<file path="src/rtl/wf_7seg_pkg.sv">
// wf_7seg_pkg
//   Shared types and constants for the 7-segment display arbiter.
//   arb_state_e : arbiter FSM state encoding
//   bcd_t       : one BCD digit
//   COLON_*     : colon codes understood by the serial display interface
//   *_DEF       : what the display shows while nobody owns it
package wf_7seg_pkg;

   typedef enum logic [0:0] {
      ST_IDLE  = 1'b0,
      ST_OWNED = 1'b1
   } arb_state_e;

   typedef logic [3:0] bcd_t;

   localparam logic [1:0] COLON_ON   = 2'b00;
   localparam logic [1:0] COLON_DP   = 2'b01;
   localparam logic [1:0] COLON_NONE = 2'b11;

   localparam logic [15:0] IDLE_DIGITS_DEF = 16'h0000;
   localparam logic [1:0]  IDLE_COLON_DEF  = COLON_NONE;

   // owner index width; covers up to 8 requesters
   localparam int OWNER_W = 3;

endpackage

</file>
<file path="src/rtl/wf_rr_picker.sv">
// wf_rr_picker
//   Combinational round-robin search: first set bit of cand at or after
//   rr_ptr, wrapping around NUM_REQ.
//   cand   in  NUM_REQ  eligible requests
//   rr_ptr in  3        search start index (always < NUM_REQ)
//   valid  out 1        some candidate found
//   idx    out 3        index of the chosen candidate
module wf_rr_picker
   import wf_7seg_pkg::*;
#(
   parameter int NUM_REQ = 4
) (
   input  logic [NUM_REQ-1:0] cand,
   input  logic [OWNER_W-1:0] rr_ptr,
   output logic               valid,
   output logic [OWNER_W-1:0] idx
);

   localparam logic [OWNER_W:0] N_C = (OWNER_W+1)'(NUM_REQ);

   logic [NUM_REQ-1:0] rot;
   logic [OWNER_W:0]   sum;

   always_comb begin
      valid = 1'b0;
      idx   = '0;
      sum   = '0;
      // rotate so bit 0 is the requester at rr_ptr
      rot   = NUM_REQ'({cand, cand} >> rr_ptr);
      for (int i = 0; i < NUM_REQ; i++) begin
         if (!valid && rot[i]) begin
            valid = 1'b1;
            sum   = {1'b0, rr_ptr} + (OWNER_W+1)'(i);
            if (sum >= N_C) sum = sum - N_C;
            idx   = sum[OWNER_W-1:0];
         end
      end
   end

endmodule

</file>
<file path="src/rtl/wf_7seg_display_arbiter.sv">
// wf_7seg_display_arbiter
//   Shares one 4-digit serial 7-seg display between NUM_REQ requesters with a
//   req/gnt handshake, round-robin fairness and a minimum on-screen hold
//   counted in display scan ticks.
//   clk, rst_n        system clock, async active-low reset
//   tick_en           1-clk scan tick pulse
//   req               level requests
//   digits_in         16 bits per requester, LSD in low nibble
//   colon_in          2 bits per requester
//   gnt/owner/busy    registered grant, owner index, display owned
//   digit0..3, colon  registered data to the display interface
//   Build option WF_7SEG_ARB_TIMEOUT_EN: an owner held for MAX_HOLD ticks is
//   revoked when someone else is waiting, and is masked from arbitration
//   until it drops req for at least one clock.
//
//   state    | meaning
//   ST_IDLE  | no owner; outputs hold until the next tick, then show idle
//   ST_OWNED | owner's data mirrored to the display; min hold enforced
module wf_7seg_display_arbiter
   import wf_7seg_pkg::*;
#(
   parameter int          NUM_REQ     = 4,
   parameter int          MIN_HOLD    = 250,
   parameter int          MAX_HOLD    = 2500,
   parameter logic [15:0] IDLE_DIGITS = IDLE_DIGITS_DEF,
   parameter logic [1:0]  IDLE_COLON  = IDLE_COLON_DEF
) (
   input  logic                   clk,
   input  logic                   rst_n,
   input  logic                   tick_en,
   input  logic [NUM_REQ-1:0]     req,
   input  logic [16*NUM_REQ-1:0]  digits_in,
   input  logic [2*NUM_REQ-1:0]   colon_in,
   output logic [NUM_REQ-1:0]     gnt,
   output logic [OWNER_W-1:0]     owner,
   output logic                   busy,
   output bcd_t                   digit0,
   output bcd_t                   digit1,
   output bcd_t                   digit2,
   output bcd_t                   digit3,
   output logic [1:0]             colon
);

   localparam int                   HOLD_W     = $clog2(MAX_HOLD + 1);
   localparam logic [HOLD_W-1:0]    MIN_HOLD_C = HOLD_W'(MIN_HOLD);
   localparam logic [HOLD_W-1:0]    MAX_HOLD_C = HOLD_W'(MAX_HOLD);
   localparam logic [OWNER_W-1:0]   LAST_IDX   = OWNER_W'(NUM_REQ - 1);

   arb_state_e          state_q, state_d;
   logic [NUM_REQ-1:0]  gnt_q, gnt_d;
   logic [OWNER_W-1:0]  owner_q, owner_d;
   logic [OWNER_W-1:0]  rr_q, rr_d;
   logic [15:0]         digits_q, digits_d;
   logic [1:0]          colon_q, colon_d;
   logic [HOLD_W-1:0]   hold_q, hold_d, hold_inc;

   logic [NUM_REQ-1:0]  cand;
   logic                pick_valid;
   logic [OWNER_W-1:0]  pick_idx;
   logic                own_req;
   logic [15:0]         own_digits;
   logic [1:0]          own_colon;
   logic                revoke;

   wf_rr_picker #(.NUM_REQ(NUM_REQ)) u_picker (
      .cand   (cand),
      .rr_ptr (rr_q),
      .valid  (pick_valid),
      .idx    (pick_idx)
   );

   always_comb begin
      own_req    = 1'b0;
      own_digits = '0;
      own_colon  = '0;
      for (int i = 0; i < NUM_REQ; i++) begin
         if (owner_q == OWNER_W'(i)) begin
            own_req    = req[i];
            own_digits = digits_in[16*i +: 16];
            own_colon  = colon_in[2*i +: 2];
         end
      end
   end

   // tick-adjusted hold so a tick landing with the owner's drop releases on that edge
   assign hold_inc = (tick_en && (hold_q < MIN_HOLD_C)) ? hold_q + HOLD_W'(1) : hold_q;

`ifdef WF_7SEG_ARB_TIMEOUT_EN
   logic [NUM_REQ-1:0] mask_q, mask_d;
   logic [HOLD_W-1:0]  age_q, age_d, age_inc;

   assign cand    = req & ~mask_q;
   assign age_inc = (tick_en && (age_q < MAX_HOLD_C)) ? age_q + HOLD_W'(1) : age_q;
   // gnt_q is the owner's one-hot, so req & ~gnt_q are the competitors
   assign revoke  = (state_q == ST_OWNED) && (age_inc >= MAX_HOLD_C) && (|(req & ~gnt_q));

   always_comb begin
      mask_d = mask_q & req;
      if (revoke) mask_d = mask_d | gnt_q;
      age_d  = (state_q == ST_OWNED) ? age_inc : '0;
   end

   always_ff @(posedge clk or negedge rst_n) begin
      if (!rst_n) begin
         mask_q <= '0;
         age_q  <= '0;
      end else begin
         mask_q <= mask_d;
         age_q  <= age_d;
      end
   end
`else
   assign cand   = req;
   assign revoke = 1'b0;
`endif

   always_comb begin
      state_d  = state_q;
      gnt_d    = gnt_q;
      owner_d  = owner_q;
      rr_d     = rr_q;
      digits_d = digits_q;
      colon_d  = colon_q;
      hold_d   = hold_q;
      case (state_q)
         ST_IDLE: begin
            if (pick_valid) begin
               state_d = ST_OWNED;
               owner_d = pick_idx;
               gnt_d   = NUM_REQ'(1) << pick_idx;
               hold_d  = '0;
            end else if (tick_en) begin
               digits_d = IDLE_DIGITS;
               colon_d  = IDLE_COLON;
            end
         end
         ST_OWNED: begin
            hold_d = hold_inc;
            if (own_req) begin
               digits_d = own_digits;
               colon_d  = own_colon;
            end
            if ((!own_req && (hold_inc >= MIN_HOLD_C)) || revoke) begin
               state_d = ST_IDLE;
               gnt_d   = '0;
               rr_d    = (owner_q == LAST_IDX) ? '0 : owner_q + OWNER_W'(1);
            end
         end
         default: begin
            state_d = ST_IDLE;
            gnt_d   = '0;
         end
      endcase
   end

   always_ff @(posedge clk or negedge rst_n) begin
      if (!rst_n) begin
         state_q  <= ST_IDLE;
         gnt_q    <= '0;
         owner_q  <= '0;
         rr_q     <= '0;
         digits_q <= IDLE_DIGITS;
         colon_q  <= IDLE_COLON;
         hold_q   <= '0;
      end else begin
         state_q  <= state_d;
         gnt_q    <= gnt_d;
         owner_q  <= owner_d;
         rr_q     <= rr_d;
         digits_q <= digits_d;
         colon_q  <= colon_d;
         hold_q   <= hold_d;
      end
   end

   assign gnt    = gnt_q;
   assign owner  = owner_q;
   assign busy   = (state_q == ST_OWNED);
   assign digit0 = digits_q[3:0];
   assign digit1 = digits_q[7:4];
   assign digit2 = digits_q[11:8];
   assign digit3 = digits_q[15:12];
   assign colon  = colon_q;

endmodule

</file>
<file path="config.mk">
export PLATFORM = sky130hd
export DESIGN_NAME = wf_7seg_display_arbiter
export DESIGN_NICKNAME = d
export VERILOG_FILES = /design/src/rtl/wf_7seg_pkg.sv /design/src/rtl/wf_rr_picker.sv /design/src/rtl/wf_7seg_display_arbiter.sv
export SDC_FILE = /design/constraint.sdc
export NUM_CORES = 1
export LEC_CHECK = 0
export BUFFER_PORTS_ARGS = -buffer_cell sky130_fd_sc_hd__clkbuf_2
export CORE_MARGIN = 2
export CORE_UTILIZATION = 36
export DETAILED_ROUTE_END_ITERATION = 7
export PLACE_DENSITY = 0.7
export SYNTH_ARGS = -nofsm -noshare
export SYNTH_HDL_FRONTEND = slang
export SYNTH_SLANG_ARGS = --single-unit
</file>
<file path="constraint.sdc">
create_clock -name clk -period 2.4 [get_ports clk]
set_clock_uncertainty 0.05 [all_clocks]
set_input_delay 0.24 -clock clk [delete_from_list [all_inputs] [get_ports clk]]
set_output_delay 0.24 -clock clk [all_outputs]
set_load 0.01 [all_outputs]
</file>
; Word-level counts from Yosys, hierarchy flattened
; Cells that the tools add are included.
[word_totals]
regBits = 41
wordCells = 89
out_inout_bits = 26
in_bits = 79
[classes]
add_sub_neg = 9
n_mux = 42
bitwise = 1
n_lt_le_gt_ge = 6
eq_ne = 8
n_shift = 2
reduce_logical = 14
[op_table]
columns = operator, count
row1 = $mux 16, 7
row2 = $pmux 16 s2, 1
row3 = $mux 3, 9
row4 = $mux 12, 2
row5 = $pmux 12 s2, 1
row6 = $mux 2, 7
row7 = $add 12x1->12 const B, 1
row8 = $ge 12x8->1 const B, 1
row9 = $ge 4x3->1 const B, 3
row10 = $lt 12x8->1 const B, 1
row11 = $sub 3x3->3 const B, 4
row12 = $mux 1, 10
row13 = $add 3x2->4 const B, 2
row14 = $mux 4, 2
row15 = $pmux 4 s2, 1
row16 = $shr 8x3->4, 1
row17 = $eq 3x2->1 const B, 2
row18 = $ne 2x2->1 const B, 3
row19 = $reduce_and 2->1, 3
row20 = $logic_and 1x1->1, 5
row21 = $add 3x1->4 const B, 1
row22 = $logic_not 1->1, 4
row23 = $ne 2x1->1 const B, 2
row24 = $pmux 2 s2, 1
row25 = 8 further kinds, 8

; Logic depth before layout (Yosys ltp)
; Gate-level depths: netlist of run 1.
[logic_depth]
ltp_word = 14
depth_mapped = 10
ltp_nobuf = 8

; By module
; From an unflattened synthesis of run 1, not the netlist that was laid out.
[unflattened]
hier_cells = 325
hier_area_um2 = 2841.5
[modules_own_cells]
columns = module, cells_per_inst, seq_area_each_um2, area_each_um2, instances
row1 = wf_7seg_display_arbiter, 283, 1028.5, 2585.0, 1
row2 = wf_rr_picker, 42, 0.0, 256.5, 1

; Least setup slack after synthesis of run 1
; OpenSTA, ideal clock, no wires.
[synth_timing]
path_kind = flip-flop to flip-flop
startpoint = register hold_q[10]
endpoint = register gnt_q[0] (netlist: gnt[0])
setup_time_ps = 125
t_required_ps = 2225
arrival_time_ps = 2251
setup_slack_ps = -26
path_buffers = 0
period_less_slack_ps = 2426
stages_incl_launch_ff = 7
cell_sequence = dfrtp_1 -> or4_4 -> a2111oi_4 -> xnor2_1 -> nand4_2 -> o31ai_2 -> mux2_4
[synth_between]
elab_chain_cells = 7
elab_cells_between_ends = 8
classes_between = 1 x add/sub / 2 x order compare / 1 x eq/ne / 1 x mux / 3 x reduce/logical
[synth_rtl]
columns = item, line
row1 = from (decl), wf_7seg_display_arbiter.sv:55  ; logic [HOLD_W-1:0] hold_q, hold_d, hold_inc;
row2 = from (signal assigned), wf_7seg_display_arbiter.sv:172  ; hold_q <= hold_d;
row3 = $lt 12x8->1, wf_7seg_display_arbiter.sv:86  ; assign hold_inc = (tick_en && (hold_q < MIN_HOLD_C)) ? hold_q + HOLD_W'(1) : hold_q;
row4 = $logic_and 1x1->1, wf_7seg_display_arbiter.sv:86
row5 = $mux 12 *, wf_7seg_display_arbiter.sv:86
row6 = $ge 12x8->1 *, wf_7seg_display_arbiter.sv:143  ; if ((!own_req && (hold_inc >= MIN_HOLD_C)) || revoke) begin
row7 = $logic_and 1x1->1 *, wf_7seg_display_arbiter.sv:143
row8 = $ne 2x1->1 (no line) *, -
row9 = $reduce_and 2->1 (no line) *, -
row10 = to (signal assigned), wf_7seg_display_arbiter.sv:167  ; gnt_q <= gnt_d;
row11 = to (decl), wf_7seg_display_arbiter.sv:50  ; logic [NUM_REQ-1:0] gnt_q, gnt_d;
; Every way passes the cells marked *; elsewhere a longest branch is shown, timed or not.
; A chain may end at the register's enable or synchronous reset.

; Worst setup path after layout of run 1
[layout_timing]
startpoint = register hold_q[10]
endpoint = register rr_q[0]
[layout_between]
elab_chain_cells = 6
elab_cells_between_ends = 7
classes_between = 1 x add/sub / 2 x order compare / 1 x mux / 3 x reduce/logical
[layout_rtl]
columns = item, line
row1 = $lt 12x8->1, wf_7seg_display_arbiter.sv:86
row2 = $logic_and 1x1->1, wf_7seg_display_arbiter.sv:86
row3 = $mux 12 *, wf_7seg_display_arbiter.sv:86
row4 = $ge 12x8->1 *, wf_7seg_display_arbiter.sv:143
row5 = $logic_and 1x1->1 *, wf_7seg_display_arbiter.sv:143
row6 = $reduce_and 2->1 (no line) *, -
row7 = to (signal assigned), wf_7seg_display_arbiter.sv:169  ; rr_q <= rr_d;
row8 = to (decl), wf_7seg_display_arbiter.sv:52  ; logic [OWNER_W-1:0] rr_q, rr_d;
; Marked as above.

==> run summary, run 1 <==
Yosys top cell by area: dfrtp_1
Max-cap viol count: 0
CP max-delay cell: or4_4
DRT iter0 DRCs: 89
Worst Path Required: 2530 ps
DRT Pass-1 Iters: 4
Worst hold path type: in -> reg
Commonest non-fill, non-tap cell in the layout: clkbuf_2
Drt drc: 0
Non-Filler Instances: 540
H-tree depth: 2
Period utilization: 97.25%
Yosys reg bits: 41
Yosys cell types: 55
Maximum fanout along the worst path: 2
Post-synth top flop: dfrtp_1
Slew headroom: 62.12%
Period minus WS final: 2334 ps
Worst-path clk slew: 80 ps
Synth area leaders: dfrtp_1 34%, a211oi_1 5.8%, a22oi_1 5.3%
DPL Wire Length: 5.746 mm
Port buffer count: 104
Startpoint Class: flop
Core area: 7687 um2
Post-synth ARST share: 100.0%
Commonest non-fill, non-tap cells in the layout: 104 x clkbuf_2, 39 x dfrtp_1, 32 x nand2_1
Placed cell count: 527
Final Slew Violations: 0
Antenna violations before repair: 0
FMAX: 428.5 MHz
Antenna violation net count after detailed routing: 0
Die Footprint: 8583 um2
Top-Level Pins: 105
Slew @ Worst Pin: 564.1 ps
Leakage power: 1.784 nW
Max incr delay on CP: 550 ps
Syn avg cell area: 8.813 um2
CP top delay family: simple AND/OR/NAND/NOR gates
Detailed Route WL: 7.439 mm
Area Overhead vs Synth: 33.30%
Clk Latency, worst-skew pair: 300 ps
RSZ-0062 raised after global routing: yes
Pwr dens: 709.2 nW/um2
CTS Buffer Depth: 2
Syn Inst Count: 321
Global-route wire length before repair: 12.74 mm
RePlAce Congestion: 0.9098
Status: complete, no violations
DR vias: 2,864
FP Rows: 32
ANT cells: 0
Register area share after synthesis: 36.36%
Post-Syn Nets: 406
DR vias/cell: 5.304
Final setup fails: 0
Largest net degree at the start of global routing: 42
Crit path DAT: 2470 ps
Synth warnings: 0
CTS Buf Count: 5
Crit Path Category: reg -> reg
Hold WS: 187.2 ps
Die Ht: 92.65 um
Post-synthesis instance area: 2829 um2
Yosys top cell area share: 34.50%
Tot Pwr: 2.674 mW
Critical Path Sink Type: flop
Gr usage total: 18.17%
Width of the chip: 92.65 um
Clock sinks: 41
Buf/Inv on CP: 0
Maximum vdd ir drop: 0.0002508 V
Worst path cell trace: or4_4 -> a2111oi_4 -> xnor2_2 -> nand4_2 -> o31ai_4 -> mux2_4
TritonCTS clock tree: yes
Clock root buffer: clkbuf_8
WL/cell: 13.78 um
Post-synth EDFFs: 0
Nets: 522
Vias in the first global route: 2,771
Share of cells above drive strength 1: 37.67%
GRT Residual Overflow: 0
Hold Violations, Final: 0
Initial core utilization: 36.80%
## sequential cells by signal (all words and copies together), names as in the netlist
signal    flops
rr_q          3
colon         2
gnt           4
hold_q       12
busy          1
digits_q     16
owner         3
## logic make-up (layout without fill, tap and decap cells)
| kind of cell | Yosys count | count (layout) | share of synthesized area (%) |
|---|---|---|---|
| compound gates | 121 | 121 | 31.76 |
| mux | 9 | 9 | 3.671 |
| xor+xnor | 5 | 5 | 1.548 |
| fa+ha+maj | 6 | 6 | 2.654 |
| simple gates | 99 | 99 | 18.40 |
| buf+inv | 40 | 157 | 5.617 |
| flops | 41 | 41 | 36.36 |
## worst register-to-register path: stages, from the launching register on
cell and delay (ps):
dfrtp_1 380, or4_4 550, a2111oi_4 280, xnor2_2 170, nand4_2 190, o31ai_4 270, mux2_4 320
## cells in the mapped netlist, drive strengths merged, types with 2 or more instances
master	n
a211oi	22
a21oi	27
a22o	3
a22oi	20
a311oi	2
a31oi	4
and2	3
and3	2
and4	2
buf	10
clkbuf	15
dfrtp	39
dfstp	2
ha	6
inv	15
mux2	5
mux2i	4
nand2	32
nand2b	8
nand3	5
nand4	3
nor2	27
nor2b	9
nor3b	2
nor4	2
o211ai	3
o21ai	8
o22ai	4
o31ai	18
xnor2	3
xor2	2
## worst paths after layout
kind                               start          end  slack [ps]  cells past startpoint
max                           hold_q[10]      rr_q[0]          70                      6
min                        digits_in[56]  digits_q[8]         190                      3
max reg2reg                   hold_q[10]      rr_q[0]          70                      6
min reg2reg                     colon[0]     colon[0]         420                      2
max in group asynchronous          rst_n     colon[0]        1440                      3
min in group asynchronous          rst_n  digits_q[2]         480                      3
## layout make-up
class / count / area [um2]
multi-input cells: 240 / 1678
inverters: 15 / 56.30
well taps: 102 / 127.6
fillers: 747 / 3916
clock buffers: 7 / 86.33
repair buffers: 134 / 764.5
clock inverters: 1 / 30.03
flip-flops and latches: 41 / 1028
## power breakdown
group	internal (mW)	total, mW	switching, mW	leakage, nW
clock network	0.339	0.578	0.239	0.0585
registers	0.862	0.998	0.136	0.511
logic	0.494	1.10	0.603	1.21
## layer usage
metal	global-route usage (%)	routed length [um]	share of wire (%)
met1	22.82	3282	44
met5	0	0	0
met2	31.33	3603	48
met3	3.743	442	5.9
met4	5.760	110	1.5
## per-stage QoR
step	setup WS [ps]	TNS (ps)	instance area, um2	utilization (%)
floorplan	-26.38	-26.38	2829	-
global placement	43.94	0	3577	46.53
detailed placement	2.668	0	3577	46.53
CTS	26.23	0	3712	48.29
global route	-31.82	-51.63	3771	49.06
finish	66.08	0	3771	49.06
## what timing repair did
item / in CTS / in global routing
hold buffers: 1 / 0
setup buffers: 0 / 4
hold endpoints to repair: 39 / 0
endpoints found under the setup margin: 1 / 7
gates resized for setup: 1 / 6
cloned: 0 / 0
pin swaps: 0 / 7
Note: power is estimated with default switching activity, not from simulation.
==> run 2: changes to the inputs <==
--- a/config.mk
+++ b/config.mk
@@ -7,9 +7,9 @@
 export LEC_CHECK = 0
 export BUFFER_PORTS_ARGS = -buffer_cell sky130_fd_sc_hd__clkbuf_2
 export CORE_MARGIN = 2
-export CORE_UTILIZATION = 36
+export CORE_UTILIZATION = 40
 export DETAILED_ROUTE_END_ITERATION = 7
-export PLACE_DENSITY = 0.7
+export PLACE_DENSITY = 0.76
 export SYNTH_ARGS = -nofsm -noshare
 export SYNTH_HDL_FRONTEND = slang
 export SYNTH_SLANG_ARGS = --single-unit
==> run summary, run 2 (synthesized netlist as in run 1, its figures left out) <==
Crit path DAT: 2550 ps (+80 ps)
Maximum fanout along the worst path: 3 (+1)
Die Ht: 88.10 um (-4.9%)
Vias in the first global route: 2,555 (-7.8%)
Worst-path clk slew: 90 ps (about the same)
Core area: 6832 um2 (-11%)
CTS Buffer Depth: 2 (unchanged)
Clk Latency, worst-skew pair: 300 ps (about the same)
Max incr delay on CP: 570 ps (+20 ps)
Top-Level Pins: 105 (unchanged)
CTS Buf Count: 5 (unchanged)
Commonest non-fill, non-tap cells in the layout: 104 x clkbuf_2, 38 x dfrtp_1, 32 x nand2_1, 27 x nor2_1, 26 x a21oi_1
Area Overhead vs Synth: 31.40%
H-tree depth: 2 (unchanged)
Clock sinks: 41 (unchanged)
Max-cap viol count: 0 (unchanged)
Worst hold path type: in -> async
Largest net degree at the start of global routing: 42 (unchanged)
DPL Wire Length: 5.568 mm (-3.1%)
Gr usage total: 19.82% (+1.6 points)
Leakage power: 1.746 nW (-2.2%)
ANT cells: 0 (unchanged)
Commonest non-fill, non-tap cell in the layout: clkbuf_2
Drt drc: 0 (unchanged)
Worst path cell trace: or4_4 -> a2111oi_4 -> xnor2_2 -> nand4_2 -> o31ai_4 -> mux2_4
Worst Path Required: 2540 ps (about the same)
Period utilization: 100.1% (+2.8 points)
TritonCTS clock tree: yes
Dpl cell area: 3547 um2 (-0.84%)
DRT iter0 DRCs: 116 (+30%)
Buf/Inv on CP: 0 (unchanged)
Hold Violations, Final: 0 (unchanged)
Status: complete, but fails checks
Antenna violation net count after detailed routing: 0 (unchanged)
WL/cell: 13.98 um (+1.5%)
DR vias: 2,797 (-2.3%)
Nets: 516 (-1.1%)
Non-Filler Instances: 528 (-2.2%)
Pwr dens: 692.7 nW/um2 (-2.3%)
Detailed Route WL: 7.382 mm (-0.77%)
Setup TNS: -2.279 ps (-2.279 ps)
Antenna violations before repair: 0 (unchanged)
Flip-flop count of the largest register after layout: 16 (unchanged)
Initial core utilization: 41.41% (+4.6 points)
Critical Path Sink Type: flop
DRT Pass-1 Iters: 5 (+1)
Failing checks: negative setup slack
RSZ-0062 raised after global routing: yes
Width of the chip: 88.10 um (-4.9%)
Placed cell count: 518 (-1.7%)
CP top delay family: simple AND/OR/NAND/NOR gates
RePlAce Congestion: 0.8896 (-2.2%)
DR vias/cell: 5.297 (-0.12%)
CP max-delay cell: or4_4
Post-route cell area: 3717 um2 (-1.4%)
Startpoint Class: flop
Crit Path Category: reg -> reg
FP Rows: 30 (-6.3%)
Die Footprint: 7761 um2 (-9.6%)
GRT Residual Overflow: 0 (unchanged)
Slew @ Worst Pin: 1010 ps (+445.5 ps)
Period minus WS final: 2402 ps (+68.36 ps)
Global-route wire length before repair: 12.02 mm (-5.6%)
FMAX: 416.3 MHz (-2.8%)
Share of cells above drive strength 1: 37.96% (+0.29 points)
Clock root buffer: clkbuf_8
Port buffer count: 104 (unchanged)
Maximum vdd ir drop: 0.0002589 V (+3.2%)
Hold-fix buffers at CTS: 0 (-1)
Largest Register: digits_q
Final Core Density: 54.41% (+5.4 points)
Final setup margin: -2.279 ps (-68.36 ps)
Final setup fails: 1 (+1)
Slew headroom: 32.69% (-29 points)
Final Slew Violations: 0 (unchanged)
-- run 2: changes by cell type in the layout (fill, tap and decap cells not counted), sizes merged --
cell         change
buf              -5
clkbuf           -2
inv              +2
bufinv           -1
clkinvlp         +1
dlygate4sd3      -1
-- run 2: where the power goes --
group          switching (mW)  total, mW  internal, mW
sequential              0.142       1.00         0.861
clock                   0.276      0.489         0.212
combinational           0.592       1.08         0.491
-- run 2: path summary, 6_finish.rpt --
check / cells after the start / startpoint / slack [ps] / endpoint
setup / recovery: 6 / hold_q[10] / -2 / gnt[0]
hold / removal: 1 / rst_n / 50 / gnt[1]
max in group asynchronous: 1 / rst_n / 1580 / rr_q[0]
hold reg to reg: 2 / colon[0] / 430 / colon[0]
min in group clk: 3 / colon_in[6] / 160 / colon[0]
setup reg to reg: 6 / hold_q[10] / -2 / gnt[0]
-- run 2: what timing repair did --
action                                 CTS  global route
buffers inserted                         0             2
gates resized for setup                  0            12
endpoints found under the hold margin    0             0
setup endpoints to repair                0             9
-- run 2: through the flow --
stage	total power [mW]	hold slack [ps]	worst slack, ps
6_report	2.575	47.03	-2.279
5_1_grt	2.763	144.4	-94.68
4_1_cts	2.537	92.08	7.408
3_5_place_dp	2.041	420.8	17.15
3_3_place_gp	2.014	403.5	65.99
2_1_floorplan	1.666	-105.6	-26.38
-- run 2: worst reg2reg max path: cells and delay by family, from the launching register on --
kind                      cells  cell delay, ps
and+or+nand+nor               2             760
AOI/OAI and AO/OA             2             600
DFF                           1             390
muxes                         1             320
xor gates and xnor gates      1             170
-- run 2: area by class of cell --
type	count	area (um2)
clock inverter	3	25.02
clock buffer	5	68.82
multi-input combinational	240	1693
tap	96	120.1
timing repair buffer	128	724.4
fill	651	3114
sequential	41	1030
inverter	15	56.30
-- run 2: per-layer routing --
metal	GRT usage, %	share of wire (%)	vias to the layer above
li1	-	-	1410
met1	26.97	45	1290
met2	32.09	49	95
met3	4.430	6.2	2
met4	5.234	0.49	0
met5	0	0	-
